File: src/rtl/ks_multiword_add_seq.sv
// Multi-word add/subtract sequencer that time-shares one external N-bit Kogge-Stone adder.
// Optional macro KS_SEQ_ZERO_FLAG_EN adds the o_resp_zero result flag.
module ks_multiword_add_seq #(
    parameter int N     = 16,
    parameter int WORDS = 4
) (
    input  logic               i_clk,
    input  logic               i_rst_n,
    input  logic               i_req_valid,
    output logic               o_req_ready,
    input  logic [N*WORDS-1:0] i_req_a,
    input  logic [N*WORDS-1:0] i_req_b,
    input  logic               i_req_sub,
    input  logic               i_req_cin,
    output logic [N-1:0]       o_add_a,
    output logic [N-1:0]       o_add_b,
    output logic               o_add_cin,
    input  logic [N-1:0]       i_add_sum,
    input  logic               i_add_cout,
    output logic               o_resp_valid,
    input  logic               i_resp_ready,
    output logic [N*WORDS-1:0] o_resp_sum,
    output logic               o_resp_cout,
    output logic               o_resp_ovf,
`ifdef KS_SEQ_ZERO_FLAG_EN
    output logic               o_resp_zero,
`endif
    output logic               o_busy
);

    localparam int IDXW = (WORDS > 1) ? $clog2(WORDS) : 1;

    localparam logic [1:0] S_IDLE = 2'd0;
    localparam logic [1:0] S_RUN  = 2'd1;
    localparam logic [1:0] S_DONE = 2'd2;

    logic [1:0]               r_state;
    logic [IDXW-1:0]          r_idx;
    logic                     r_carry;
    logic [WORDS-1:0][N-1:0]  r_a;
    logic [WORDS-1:0][N-1:0]  r_b;
    logic [WORDS-1:0][N-1:0]  r_sum;
    logic                     r_cout;
    logic                     r_ovf;

    logic                     w_run;
    logic                     w_last;
    logic                     w_ovf;

    assign w_run  = (r_state == S_RUN);
    assign w_last = (r_idx == IDXW'(WORDS - 1));
    // Signed overflow is judged on the top word only, using the operand MSBs and the top sum bit.
    assign w_ovf  = (r_a[WORDS-1][N-1] == r_b[WORDS-1][N-1]) &&
                    (i_add_sum[N-1] != r_a[WORDS-1][N-1]);

    assign o_add_a      = w_run ? r_a[r_idx] : '0;
    assign o_add_b      = w_run ? r_b[r_idx] : '0;
    assign o_add_cin    = w_run ? r_carry    : 1'b0;

    assign o_req_ready  = (r_state == S_IDLE);
    assign o_busy       = (r_state != S_IDLE);
    assign o_resp_valid = (r_state == S_DONE);
    assign o_resp_sum   = r_sum;
    assign o_resp_cout  = r_cout;
    assign o_resp_ovf   = r_ovf;

    always_ff @(posedge i_clk) begin
        if (!i_rst_n) begin
            r_state <= S_IDLE;
            r_idx   <= '0;
            r_carry <= 1'b0;
            r_a     <= '0;
            r_b     <= '0;
            r_sum   <= '0;
            r_cout  <= 1'b0;
            r_ovf   <= 1'b0;
        end else begin
            case (r_state)
                S_IDLE: begin
                    if (i_req_valid) begin
                        // Subtraction is A + ~B + 1, so invert B and seed the carry here.
                        r_a     <= i_req_a;
                        r_b     <= i_req_sub ? ~i_req_b : i_req_b;
                        r_carry <= i_req_sub ? 1'b1 : i_req_cin;
                        r_idx   <= '0;
                        r_state <= S_RUN;
                    end
                end
                S_RUN: begin
                    r_sum[r_idx] <= i_add_sum;
                    r_carry      <= i_add_cout;
                    r_idx        <= r_idx + 1'b1;
                    if (w_last) begin
                        r_cout  <= i_add_cout;
                        r_ovf   <= w_ovf;
                        r_state <= S_DONE;
                    end
                end
                S_DONE: begin
                    if (i_resp_ready) begin
                        r_state <= S_IDLE;
                    end
                end
                default: begin
                    r_state <= S_IDLE;
                end
            endcase
        end
    end

`ifdef KS_SEQ_ZERO_FLAG_EN
    logic r_zero;

    // Zero detection accumulates one word per RUN cycle instead of reducing the full result.
    always_ff @(posedge i_clk) begin
        if (!i_rst_n) begin
            r_zero <= 1'b0;
        end else if ((r_state == S_IDLE) && i_req_valid) begin
            r_zero <= 1'b1;
        end else if (w_run) begin
            r_zero <= r_zero & (i_add_sum == '0);
        end
    end

    assign o_resp_zero = r_zero & o_resp_valid;
`endif

endmodule

File: config.mk
export PLATFORM = sky130hd
export DESIGN_NAME = ks_multiword_add_seq
export DESIGN_NICKNAME = d
export VERILOG_FILES = /design/src/rtl/ks_multiword_add_seq.sv
export SDC_FILE = /design/constraint.sdc
export NUM_CORES = 1
export LEC_CHECK = 0
export ABC_AREA = 1
export BUFFER_PORTS_ARGS = -buffer_cell sky130_fd_sc_hd__buf_4
export CAP_MARGIN = 20
export CELL_PAD_IN_SITES_DETAIL_PLACEMENT = 0
export CELL_PAD_IN_SITES_GLOBAL_PLACEMENT = 1
export CORE_MARGIN = 2
export CORE_UTILIZATION = 40
export DETAILED_ROUTE_END_ITERATION = 8
export MAX_ROUTING_LAYER = met4
export PLACE_DENSITY = 0.89
export SYNTH_ARGS = -nofsm -noshare
export SYNTH_HDL_FRONTEND = slang
export SYNTH_SLANG_ARGS = --single-unit
File: constraint.sdc
create_clock -name i_clk -period 4.4 [get_ports i_clk]
set_clock_uncertainty 0.15 [all_clocks]
set_input_delay 0.88 -clock i_clk [delete_from_list [all_inputs] [get_ports i_clk]]
set_output_delay 0.88 -clock i_clk [all_outputs]
set_load 0.01 [all_outputs]
==> results.sh <==
export IMPL_postLayoutSetupSlackWorst_ns=1.086
export IMPL_grt_first_pass_wirelength_um=42270
export IMPL_fp_row_count=54
export IMPL_grt_start_max_net_pins=100
export IMPL_multi_input_comb_area_mm2=0.004267
export IMPL_cts_repair_timing_setup_buffer_count=0
export IMPL_synth_compound_area_share_pct=16.97
export IMPL_drt_first_iter_violations=595
export IMPL_hold_path_class="register to register"
export IMPL_p_leak_nw=4.790
export IMPL_firstDrtPassIters=7
export IMPL_setup_tns_ns=0
export IMPL_detailroute_via_count=8509
export IMPL_final_period_utilization_pct=75.32
export IMPL_root_buffer="sky130_fd_sc_hd__clkbuf_16"
export IMPL_synthAdderAreaFrac_pct=0.5660
export IMPL_critPathArrivalTime_ns=2.28
export IMPL_number_of_filler_instances_in_the_final_layout=2222
export IMPL_post_detailed_routing_wire_length_um=26690
export IMPL_global_route_overflow_total=0
export IMPL_drcViolationCount=0
export IMPL_share_of_synthesized_registers_carrying_an_async_set_or_reset_pct=0
export IMPL_post_route_cells_drive_above_1_share_pct=22.03
export IMPL_final_hold_violation_count=0
export IMPL_hpwl_um=17880
export IMPL_route_detailed_vias_per_inst=5.026
export IMPL_synth_common_cells="sky130_fd_sc_hd__nor2_1, sky130_fd_sc_hd__dfxtp_1, sky130_fd_sc_hd__nand2_1, sky130_fd_sc_hd__a21oi_1, sky130_fd_sc_hd__o21ai_0"
export IMPL_worst_slew_pin_slew_ns=1.028
export IMPL_worst_endpoint_required_ns=3.37
export IMPL_run_status="completed"
export IMPL_cap_viol_max_count=0
export IMPL_post_synth_top_area_cell="sky130_fd_sc_hd__dfxtp_1"
export IMPL_fmaxAchievable_mhz=301.7
export IMPL_path_max_fanout=70
export IMPL_grt_pass1_vias=8017
export IMPL_setup_worst_path_class="register to output pin"
export IMPL_nNetsFinal=1554
export IMPL_synth_yosys_seq_area_share_pct=45.05
export IMPL_netlist_cell_type_count=24
export IMPL_xor_xnor_portion_of_the_synthesized_cell_area_pct=6.339
export IMPL_yosys_most_used_dff="sky130_fd_sc_hd__dfxtp_1"
export IMPL_number_of_buffers_between_clock_root_and_the_deepest_sink=2
export IMPL_post_synthesis_share_of_cell_area_spent_on_and_or_nand_and_nor_gates_pct=24.32
export IMPL_pin_count=253
export IMPL_sequential_cell_area_mm2=0.003986
export IMPL_ys_seq_elements=199
export IMPL_postSynthAreaPerCell_um2=7.290
export IMPL_gpl_final_weighted_congestion=0.8446
export IMPL_floorplan_initialDensity_pct=40.64
export IMPL_max_slew_margin_pct=31.50
export IMPL_routedWlPerCell_um=15.76
export IMPL_htree_num_levels=4
export IMPL_die_w_um=152.7
export IMPL_post_synth_inst_count=1213
export IMPL_synth_top_area_share_pct=45.05
export IMPL_number_of_buffers_inserted_by_hold_repair_at_cts=0
export IMPL_grt_setup_unrepaired="false"
export IMPL_yosys_mux_area_fraction_pct=0
export IMPL_worstSetupEndpointType="output pin"
export IMPL_synth_top_family_by_area="simple AND/OR/NAND/NOR gates"
export IMPL_setup_viol=0
export IMPL_final_max_slew_violation_count=0
export IMPL_portBuffers=252
export IMPL_detail_route_antenna_nets=0
export IMPL_clock_transition_at_path_regs_ns=0.07
export IMPL_clock_tree_from_tritoncts="done"
export IMPL_largest_vdd_supply_drop_mv=0.2081
export IMPL_critPathLaunchType="register"
export IMPL_yosys_top_cells_area="sky130_fd_sc_hd__dfxtp_1, sky130_fd_sc_hd__nor2_1, sky130_fd_sc_hd__a21oi_1"
export IMPL_yosys_warnings=0
export IMPL_synth_most_common_cell="sky130_fd_sc_hd__nor2_1"
export IMPL_power_density_mw_per_mm2=377.6
export IMPL_die_area_mm2=0.02331
export IMPL_cts_inserted_buffers=17
export IMPL_grt_total_usage_pct=23.17
export IMPL_grt_antenna_before_repair=1
export IMPL_synth_cell_area_mm2=0.008842
export IMPL_dieHeight_um=152.7
export IMPL_clkSinkCount=199
export IMPL_period_needed_ns=3.314
export IMPL_coreArea_mm2=0.02176
export IMPL_dp_slack_ns=1.431
export IMPL_cts_resized=0
export IMPL_mappedNetlistNets=1368
export IMPL_area_growth_pct=26.94
export IMPL_number_of_synthesized_flops_with_an_enable_pin=0
export IMPL_worstSkewPairLatency_ns=0.43
worst max-delay path: stages, from the launching register on:
cell and delay [ns]:
sky130_fd_sc_hd__dfxtp_2 0.34, sky130_fd_sc_hd__buf_4 0.63, sky130_fd_sc_hd__nor2_1 0.13, sky130_fd_sc_hd__nor2_1 0.12, sky130_fd_sc_hd__o21ai_0 0.13, sky130_fd_sc_hd__a21oi_1 0.27, sky130_fd_sc_hd__buf_4 0.18
final timing paths:
check / startpoint / endpoint / cells after the start / slack (ns)
worst max-delay path: r_idx[0] / o_add_b[6] / 6 / 1.09
worst min-delay path: o_resp_sum[47] / o_resp_sum[47] / 2 / 0.31
worst max register to register: r_state[1] / r_a[7] / 6 / 1.84
worst min register to register: o_resp_sum[47] / o_resp_sum[47] / 2 / 0.31
state kept, by name, indices dropped and copies added (netlist names):
signal and flops:
o_resp_ovf 1, o_resp_cout 1, r_idx 2, o_resp_sum 64
r_a 64, r_state 2, r_b 64, r_carry 1
layer usage:
layer	global-route usage (%)	share of wire, %
met1	30.70	45
met2	36.45	47
met5	-	0
met4	7.187	2.2
met3	3.726	5.4
through the flow:
step	cells	total power, mW	hold slack [ns]	util (%)	instance area, um^2
final	1693	4.239	0.3136	51.59	11220
after floorplan	1213	2.441	0.2900	-	8842
after detailed placement	1660	2.713	0.3021	48.90	10640
after global routing	1693	4.446	0.3293	51.59	11220
after CTS	1692	4.262	0.3142	51.58	11220
after global placement	1660	2.704	0.2977	48.90	10640
placed cells by master, fill, tap and decap left out:
| master | Yosys | final |
|---|---|---|
| sky130_fd_sc_hd__xor2_1 | 64 | 64 |
| sky130_fd_sc_hd__nand2_1 | 191 | 191 |
| sky130_fd_sc_hd__clkinv_2 | 0 | 1 |
| sky130_fd_sc_hd__nand3_1 | 51 | 51 |
| sky130_fd_sc_hd__inv_8 | 0 | 6 |
| sky130_fd_sc_hd__clkbuf_8 | 0 | 1 |
| sky130_fd_sc_hd__nor2_8 | 1 | 1 |
| sky130_fd_sc_hd__clkinv_4 | 0 | 3 |
| sky130_fd_sc_hd__inv_6 | 0 | 4 |
| sky130_fd_sc_hd__ha_1 | 4 | 4 |
| sky130_fd_sc_hd__nor2_1 | 285 | 285 |
| sky130_fd_sc_hd__inv_12 | 0 | 1 |
| sky130_fd_sc_hd__o211ai_1 | 2 | 2 |
| sky130_fd_sc_hd__clkbuf_16 | 0 | 17 |
| sky130_fd_sc_hd__buf_4 | 11 | 262 |
| sky130_fd_sc_hd__diode_2 | 0 | 1 |
| sky130_fd_sc_hd__nand2_4 | 3 | 4 |
| sky130_fd_sc_hd__o21ai_0 | 144 | 144 |
| sky130_fd_sc_hd__inv_2 | 4 | 3 |
| sky130_fd_sc_hd__nor2_4 | 2 | 2 |
| sky130_fd_sc_hd__inv_1 | 12 | 12 |
| sky130_fd_sc_hd__a21oi_1 | 151 | 151 |
| sky130_fd_sc_hd__dfxtp_2 | 0 | 2 |
| sky130_fd_sc_hd__nand2_8 | 1 | 1 |
| sky130_fd_sc_hd__inv_4 | 0 | 1 |
| sky130_fd_sc_hd__dfxtp_1 | 199 | 197 |
| sky130_fd_sc_hd__a21oi_2 | 1 | 1 |
| sky130_fd_sc_hd__nand2_2 | 2 | 1 |
cell type report:
class	instances	share of cell area [%]
multi-input combinational	902	38.01
sequential	199	35.51
timing repair buffer	262	17.52
clock buffer	18	3.913
tap	280	3.121
clock inverter	14	1.293
inverter	17	0.6019
antenna	1	0.02229
power breakdown:
group	leakage (nW)	internal (mW)	switching (mW)	total, mW
combinational	2.87	0.284	0.415	0.699
clock	0.291	0.781	0.787	1.57
sequential	1.63	1.91	0.0599	1.97
total	4.79	2.98	1.26	4.24
logic make-up (layout without fill, tap and decap cells):
group	count (synthesis)	in the layout
AO/OA/AOI/OAI	298	298
XOR/XNOR	64	64
adder cells (fa/ha/maj)	4	4
buffers and inverters	112	311
flip-flops	199	199
other	0	1
AND/OR/NAND/NOR	536	536
No activity file was read; power rests on OpenSTA's default activity.
